$ cat config.mk
export PLATFORM = sky130hd
export DESIGN_NAME = sram_controller
export DESIGN_NICKNAME = d
export VERILOG_FILES = /design/src/rtl/sram_controller_pkg.sv /design/src/rtl/sram_controller.sv
export SDC_FILE = /design/constraint.sdc
export NUM_CORES = 1
export LEC_CHECK = 0
export CAP_MARGIN = 25
export CELL_PAD_IN_SITES_DETAIL_PLACEMENT = 1
export CELL_PAD_IN_SITES_GLOBAL_PLACEMENT = 1
export CORE_MARGIN = 2
export CORE_UTILIZATION = 32
export CTS_BUF_LIST = sky130_fd_sc_hd__clkbuf_4 sky130_fd_sc_hd__clkbuf_8
export DETAILED_ROUTE_END_ITERATION = 10
export HOLD_SLACK_MARGIN = 0.05
export PLACE_DENSITY = 0.86
export SLEW_MARGIN = 20
export SYNTH_ARGS = -nofsm -noshare
export SYNTH_HDL_FRONTEND = slang
export SYNTH_SLANG_ARGS = --single-unit
$ cat constraint.sdc
create_clock -name clk -period 3.05 [get_ports clk]
set_clock_uncertainty 0.2 [all_clocks]
set_input_delay 0.7625 -clock clk [delete_from_list [all_inputs] [get_ports clk]]
set_output_delay 0.7625 -clock clk [all_outputs]
set_load 0.01 [all_outputs]
$ cat src/rtl/sram_controller_pkg.sv
`default_nettype none
// ============================================================================
// Module      : sram_controller_pkg
// Description : Shared definitions for the MEM-stage SRAM controller: FSM
//               state encoding, off-chip SRAM bus widths and the default
//               byte address at which the SRAM window starts.
// Ports       : none (package)
// Revision    : 1.0 - initial release
// ============================================================================
package sram_controller_pkg;

  // Off-chip SRAM bus geometry (half-word addressed, 16-bit data)
  localparam int unsigned SRAM_AW = 18;
  localparam int unsigned SRAM_DW = 16;

  // Byte address that maps to SRAM word 0
  localparam logic [31:0] DEFAULT_BASE_ADDR = 32'd1024;

  // Access FSM encoding
  typedef logic [1:0] state_t;
  localparam state_t ST_IDLE = 2'd0;
  localparam state_t ST_LOW  = 2'd1;
  localparam state_t ST_HIGH = 2'd2;
  localparam state_t ST_DONE = 2'd3;

endpackage : sram_controller_pkg
`default_nettype wire

$ cat src/rtl/sram_controller.sv
`default_nettype none
// ============================================================================
// Module      : sram_controller
// Description : Runs a 32-bit load/store from the MEM stage as two 16-bit
//               SRAM transactions (low half, then high half), each lasting
//               WAIT_CYCLES clocks. ready_o is low while the access is in
//               flight so the pipeline freezes until it completes.
// Ports       : clk, rst            - clock, synchronous active-high reset
//               mem_r_en_i/w_en_i   - load / store request
//               address_i           - byte address from the ALU
//               write_data_i        - store data
//               read_data_o         - loaded word (registered)
//               ready_o             - access complete / no access pending
//               sram_addr_o         - SRAM half-word address
//               sram_dq_out_o/oe_o  - SRAM write data and bus drive enable
//               sram_dq_in_i        - SRAM read data
//               sram_we_n_o         - SRAM write strobe, active low
// Revision    : 1.0 - initial release
// ============================================================================
module sram_controller
  import sram_controller_pkg::*;
#(
  parameter int unsigned WAIT_CYCLES = 2,
  parameter logic [31:0] BASE_ADDR   = DEFAULT_BASE_ADDR
) (
  input  logic               clk,
  input  logic               rst,
  input  logic               mem_r_en_i,
  input  logic               mem_w_en_i,
  input  logic [31:0]        address_i,
  input  logic [31:0]        write_data_i,
  output logic [31:0]        read_data_o,
  output logic               ready_o,
  output logic [SRAM_AW-1:0] sram_addr_o,
  output logic [SRAM_DW-1:0] sram_dq_out_o,
  output logic               sram_dq_oe_o,
  input  logic [SRAM_DW-1:0] sram_dq_in_i,
  output logic               sram_we_n_o
);

  localparam logic [3:0] C_LAST_CNT = 4'(WAIT_CYCLES - 1);

  state_t        state_q, state_d;
  logic [3:0]    cnt_q, cnt_d;
  logic          wr_q;
  logic [16:0]   waddr_q;
  logic [31:0]   wdata_q;
  logic [31:0]   read_data_q;

  logic          w_req;
  logic          w_last;
  logic [31:0]   w_offset;
  logic          w_unused_offset;

  assign w_req  = mem_r_en_i | mem_w_en_i;
  assign w_last = (cnt_q == C_LAST_CNT);

  // Unsigned 32-bit subtraction: addresses below BASE_ADDR wrap around.
  assign w_offset = address_i - BASE_ADDR;
  // Byte lane bits and the word-address bits beyond the SRAM are dropped.
  assign w_unused_offset = ^{w_offset[31:19], w_offset[1:0]};

  // --------------------------------------------------------------------------
  // State register
  // --------------------------------------------------------------------------
  always_ff @(posedge clk) begin
    if (rst) begin
      state_q <= ST_IDLE;
      cnt_q   <= 4'd0;
    end else begin
      state_q <= state_d;
      cnt_q   <= cnt_d;
    end
  end

  // --------------------------------------------------------------------------
  // Next-state logic (wait counter advances with the FSM)
  // --------------------------------------------------------------------------
  always_comb begin
    state_d = state_q;
    cnt_d   = cnt_q;
    case (state_q)
      ST_IDLE: begin
        cnt_d = 4'd0;
        if (w_req) state_d = ST_LOW;
      end
      ST_LOW: begin
        if (w_last) begin
          cnt_d   = 4'd0;
          state_d = ST_HIGH;
        end else begin
          cnt_d = cnt_q + 4'd1;
        end
      end
      ST_HIGH: begin
        if (w_last) begin
          cnt_d   = 4'd0;
          state_d = ST_DONE;
        end else begin
          cnt_d = cnt_q + 4'd1;
        end
      end
      ST_DONE: begin
        cnt_d   = 4'd0;
        state_d = ST_IDLE;
      end
      default: begin
        cnt_d   = 4'd0;
        state_d = ST_IDLE;
      end
    endcase
  end

  // --------------------------------------------------------------------------
  // Command latch and read-data capture
  // --------------------------------------------------------------------------
  always_ff @(posedge clk) begin
    if (rst) begin
      wr_q        <= 1'b0;
      waddr_q     <= 17'd0;
      wdata_q     <= 32'd0;
      read_data_q <= 32'd0;
    end else begin
      // Only IDLE accepts a command; inputs are ignored until DONE has passed.
      if (state_q == ST_IDLE && w_req) begin
        wr_q    <= mem_w_en_i;  // both enables high resolves to a write
        waddr_q <= w_offset[18:2];
        wdata_q <= write_data_i;
      end
      // Sample the SRAM on the final wait cycle of each read phase.
      if (!wr_q && w_last) begin
        if (state_q == ST_LOW)  read_data_q[15:0]  <= sram_dq_in_i;
        if (state_q == ST_HIGH) read_data_q[31:16] <= sram_dq_in_i;
      end
    end
  end

  // --------------------------------------------------------------------------
  // Output logic: SRAM bus is a pure function of the registered state, so it
  // is stable for the whole phase and idles cleanly right after reset.
  // --------------------------------------------------------------------------
  always_comb begin
    sram_addr_o   = '0;
    sram_dq_out_o = '0;
    sram_dq_oe_o  = 1'b0;
    sram_we_n_o   = 1'b1;
    ready_o       = 1'b0;
    case (state_q)
      ST_IDLE: ready_o = ~w_req;
      ST_LOW: begin
        sram_addr_o = {waddr_q, 1'b0};
        if (wr_q) begin
          sram_dq_out_o = wdata_q[15:0];
          sram_dq_oe_o  = 1'b1;
          sram_we_n_o   = 1'b0;
        end
      end
      ST_HIGH: begin
        sram_addr_o = {waddr_q, 1'b1};
        if (wr_q) begin
          sram_dq_out_o = wdata_q[31:16];
          sram_dq_oe_o  = 1'b1;
          sram_we_n_o   = 1'b0;
        end
      end
      ST_DONE: ready_o = 1'b1;
      default: ready_o = 1'b0;
    endcase
  end

  assign read_data_o = read_data_q;

endmodule : sram_controller
`default_nettype wire

Word level (Yosys, flattened, before mapping)
Cells that the tools add are included.
Cells by class
  reductions and logical operators: 9
  $add $sub $neg: 2
  bitwise operators: 2
  mux-type cells: 15
  equal/unequal tests: 7
Operators by type and width (number)
  $pmux W18 S2: 1
  $mux W16: 2
  $pmux W16 S2: 1
  $sub A19 B11 Y19 const B: 1
  $pmux W2 S4: 1
  $pmux W4 S2: 1
  $mux W2: 3
  $ne A2 B2 Y1 const B: 3
  $add A4 B1 Y4 const B: 1
  $eq A2 B2 Y1 const B: 2
  $eq A4 B1 Y1 const B: 1
  $mux W1: 4
  $mux W4: 1
  $reduce_and A2 Y1: 2
  $reduce_or A2 Y1: 2
  $reduce_and A3 Y1: 1
  $eq A2 B1 Y1 const B: 1
  $logic_and A1 B1 Y1: 2
  $logic_not A2 Y1: 1
  $pmux W1 S2: 1
  $logic_not A1 Y1: 1
  $not A1 Y1: 1
  $or A1 B1 Y1: 1
Word-level totals
  bits of input ports: 84
  register bits: 88
  word-level logic and storage cells: 42

Longest topological paths before layout
  word-level depth: 3
  mapped depth: 7

Worst setup path before layout
Ideal clock, no wire load.
  path type: register -> output
  from: reg state_q[0]
  to: out sram_addr_o[11]
  cell stages (with the launch flop): 8
  required time: 2.088 ns
  path slack: 0.424 ns
  path buffers: 3
  arrival: 1.664 ns
  cells stage by stage: dfxtp_1 -> inv_1 -> ha_1 -> clkbuf_1 -> or2_2 -> clkbuf_1 -> clkbuf_1 -> and3_1
Between the ends
  longest elaborated chain between the ends: 2
  elaborated cells on any way between the ends: 3
  those cells by class: eq/ne: 2; mux: 1
Ends and longest elaborated chain
  from (decl): RTL line sram_controller.sv:43  | state_t state_q, state_d;
  from (signal assigned): RTL line sram_controller.sv:71  | state_q <= state_d;
  $eq A2 B2 Y1 or $eq A2 B1 Y1 (tied branches): RTL line sram_controller.sv:148  | case (state_q)
  $pmux W18 S2 (*): RTL line sram_controller.sv:148
  to (decl): RTL line sram_controller.sv:34  | output logic [SRAM_AW-1:0] sram_addr_o,
Mark *: on every way between the ends. The rest lies on a longest branch, timed or not.

Worst setup path after layout
  from: reg state_q[1]
  to: out sram_addr_o[11]
Same word-level chain as after synthesis.

==> implementation parameters <==
Parameter                              Value

Outcome
  Run status    finished, final reports clean

Drt
  Number of iterations in the first detailed-routing pass    4
  Final WL    11.6 mm
  Via Count    3571
  Initial detailed-routing violation count    150
  DRC violation count after routing    0
  Number of vias per cell after detailed routing    4.91
  Routed Antenna Nets    0
  Wire length per cell after detailed routing    16.0 µm

Synthesis
  Count of state elements after synthesis    88
  Total standard cell area after synthesis    0.00384 mm²
  Share of synthesized area occupied by flip-flops and latches    0.459
  Cell accounting for the most synthesized area    sky130_fd_sc_hd__dfxtp_1
  Compound-Gate Fraction of Synth Area    0.115
  Most frequent cell after synthesis    sky130_fd_sc_hd__dfxtp_1
  Yosys cell types    36
  Mux share of post-synthesis cell area    0.0886
  Syn avg cell area    8.59 µm²
  Area fraction in and, or, nand and nor cells after synthesis    0.256
  Top-area cell type share of the netlist area    0.459
  Dominant combinational cell family by area after synthesis    simple AND/OR/NAND/NOR gates
  Leading register cell type out of synthesis    sky130_fd_sc_hd__dfxtp_1
  Net count after synthesis    539
  Share of flip-flops with an asynchronous set or reset    0
  Synth Area in XOR/XNOR    0.00912
  Post-synthesis adder-cell area fraction    0.0261
  Number of enable flip-flop cells after synthesis    0
  Synthesis Warnings    0
  Cell types with the highest counts after synthesis    sky130_fd_sc_hd__dfxtp_1 (88), sky130_fd_sc_hd__nand2_1 (83), sky130_fd_sc_hd__nand2b_1 (51), sky130_fd_sc_hd__a21oi_1 (42), sky130_fd_sc_hd__mux2i_1 (34)
  Cells after synthesis    447
  Cell types with the largest area share after synthesis    sky130_fd_sc_hd__dfxtp_1 (46%), sky130_fd_sc_hd__mux2i_1 (8.9%), sky130_fd_sc_hd__nand2b_1 (8.3%)

STA
  Max Fclk    0.335 GHz
  Setup violation total in the final timing report    0
  Unrepaired setup endpoints after global routing    false
  Post-route clock period utilization    0.978
  Max-slew violation total from the final report    0
  Slew Limit Headroom    0.344
  Final period demand of the worst path    2.98 ns
  Hold Violations, Final    0
  Slew at the pin closest to its max-slew limit    0.984 ns

Pwr
  Power Density    636 mW/mm²
  Internal cell power    2.41 mW
  Static Leakage    2.58 nW
  Total power    3.61 mW
  Flop pwr share    0.412
  Peak ir drop on the vdd network    0.288 mV
  Gate power share    0.338
  Net switching power    1.19 mW
  Share of total power consumed by net switching    0.331
  Part of the total power dissipated in the clock network    0.250

Final layout
  Design area    0.00567 mm²
  Ratio of cells with drive above 1 in the final layout    0.0724
  Number of nets in the finished design    668
  FILL cells    1386
  Area growth from synthesis to layout    47.6%
  Total inserted antenna cells    0

GRT
  Number of global-route vias before repair    3785
  Initial antenna violation count    0
  Total GRT Usage    0.179
  Pin count of the biggest net entering global routing    55
  Wire length of the first global-routing pass    18.4 mm
  Total congestion overflow    0

Die
  Area of the placeable core    0.0119 mm²
  Total Die Area    0.0129 mm²
  Initial Utilization    0.324
  Die extent in y    114 µm
  I/O Pins    153
  Die Span X    114 µm
  Placement row count    40

Placed design
  Weighted congestion at the end of routability-driven global placement    0.807
  Placed Instance Area    0.00538 mm²
  Total half-perimeter wirelength after legalization and detailed placement    8.19 mm
  Number of I/O port buffers    137

Critical path
  Category of the worst setup path capture point    output pin
  Worst reg2reg startpoint    state_q[0]
  FF-to-FF setup slack    0.64 ns
  Reg-to-Reg End    read_data_o[26]
  Peak fanout along the critical path    9
  Worst EP arrival    2.02 ns
  Worst Path Required    2.09 ns
  Kind of critical path    reg -> out
  Cells on worst reg2reg path    5
  Worst setup SP type    flop

CTS
  CTS Root Cell    sky130_fd_sc_hd__clkbuf_8
  Maximum clock insertion buffer count    2
  CTS tree    yes
  Clock edge transition at the registers on the reported setup and hold paths    0.09 ns
  Clock net sink count    88
  Number of buffers inserted for hold repair after clock tree synthesis    0
  Num CTS Buffers    9
  H-tree depth    3
  Number of post-CTS setup repair buffers    0
  Worst-Skew Late Latency    0.35 ns

Worst hold path
  Number of cells on the worst hold path    2
  Classification of the worst-slack hold path    reg -> reg
  Hold wc startpoint    wdata_q[22]
  Hold Crit Endpoint    wdata_q[22]

Job
  Max-cap check violation count    0
==> routing by layer <==
metal | global-route usage | wire (µm) | vias to the layer above
met2 | 0.328 | 5840 | 107
met5 | 0 | 0 | -
met3 | 0.0441 | 584 | 18
met4 | 0.0545 | 217 | 0
li1 | - | - | 1752
met1 | 0.207 | 4970 | 1694
==> placed cells by master, fill, tap and decap left out, types with 7 or more instances in the layout <==
| cell | n |
|---|---|
| sky130_fd_sc_hd__clkdlybuf4s50_1 | 103 |
| sky130_fd_sc_hd__dfxtp_1 | 86 |
| sky130_fd_sc_hd__nand2_1 | 83 |
| sky130_fd_sc_hd__nand2b_1 | 51 |
| sky130_fd_sc_hd__a21oi_1 | 42 |
| sky130_fd_sc_hd__mux2i_1 | 34 |
| sky130_fd_sc_hd__nor2_1 | 31 |
| sky130_fd_sc_hd__and3_1 | 17 |
| sky130_fd_sc_hd__a22oi_1 | 17 |
| sky130_fd_sc_hd__dlygate4sd2_1 | 17 |
| sky130_fd_sc_hd__dlymetal6s2s_1 | 16 |
| sky130_fd_sc_hd__clkbuf_8 | 11 |
| sky130_fd_sc_hd__buf_4 | 10 |
| sky130_fd_sc_hd__a211oi_1 | 7 |
==> state kept, by name (all words and copies together) (netlist names) <==
signal,cells
cnt_q,4
waddr_q,17
state_q,2
read_data_o,32
wdata_q,32
wr_q,1
==> critical path, cell delays in order (launching register included) <==
cell and delay [ns]:
sky130_fd_sc_hd__dfxtp_4 0.37, sky130_fd_sc_hd__inv_1 0.10, sky130_fd_sc_hd__ha_2 0.22, sky130_fd_sc_hd__or2_4 0.31, sky130_fd_sc_hd__and3_1 0.19, sky130_fd_sc_hd__clkdlybuf4s50_1 0.47
==> power groups by stage <==
stage                     clock [mW]  combinational, mW  sequential (mW)
final                          0.902               1.22             1.49
after global routing           0.975               1.35             1.51
after CTS                      0.931               1.19             1.49
after detailed placement           0               1.17             1.51
after global placement             0               1.12             1.49
after floorplan                    0              0.675             1.48
==> worst max path at each step <==
| stage | startpoint | end | slack [ns] |
|---|---|---|---|
| 2_1_floorplan | state_q[0] | sram_addr_o[11] | 0.42 |
| 3_3_place_gp | mem_w_en_i | ready_o | 0.03 |
| 3_5_place_dp | mem_w_en_i | ready_o | -0.02 |
| 4_1_cts | state_q[0] | sram_addr_o[9] | 0.005 |
| 5_1_grt | state_q[1] | sram_dq_out_o[13] | 0.0007 |
| 6_report | state_q[1] | sram_addr_o[11] | 0.07 |
==> cell families (layout without fill, tap and decap cells) <==
family          count (synthesis)  count (layout)
simple gates                  200             201
flops                          88              88
compound gates                 73              73
buf+inv                        40             172
mux                            34              34
fa+ha+maj                       8               8
xor+xnor                        4               4
==> cell type report <==
type | count | area (µm²) | share of cell area
tap | 147 | 184 | 0.0324
clock buffer | 12 | 159 | 0.0280
sequential | 88 | 1770 | 0.312
multi-input combinational | 320 | 1950 | 0.343
timing repair buffer | 151 | 1530 | 0.269
clock inverter | 3 | 65.1 | 0.0115
inverter | 6 | 22.5 | 0.00397
==> repair_timing <==
item,CTS,global route
gates cloned,0,1
endpoints found under the setup margin,36,18
gates resized for setup,22,23
endpoints found under the hold margin,0,0
==> through the flow <==
stage | setup slack, ns | std cells | utilization | TNS, ns | hold WS [ns]
floorplan | 0.424 | 447 | - | 0 | 0.232
global placement | 0.0322 | 711 | 0.454 | 0 | 0.239
detailed placement | -0.0248 | 711 | 0.454 | -0.0248 | 0.248
CTS | 0.00472 | 726 | 0.472 | 0 | 0.259
global route | 0.000702 | 727 | 0.478 | 0 | 0.281
finish | 0.0671 | 727 | 0.478 | 0 | 0.259
(Power assumes the default switching activity.)
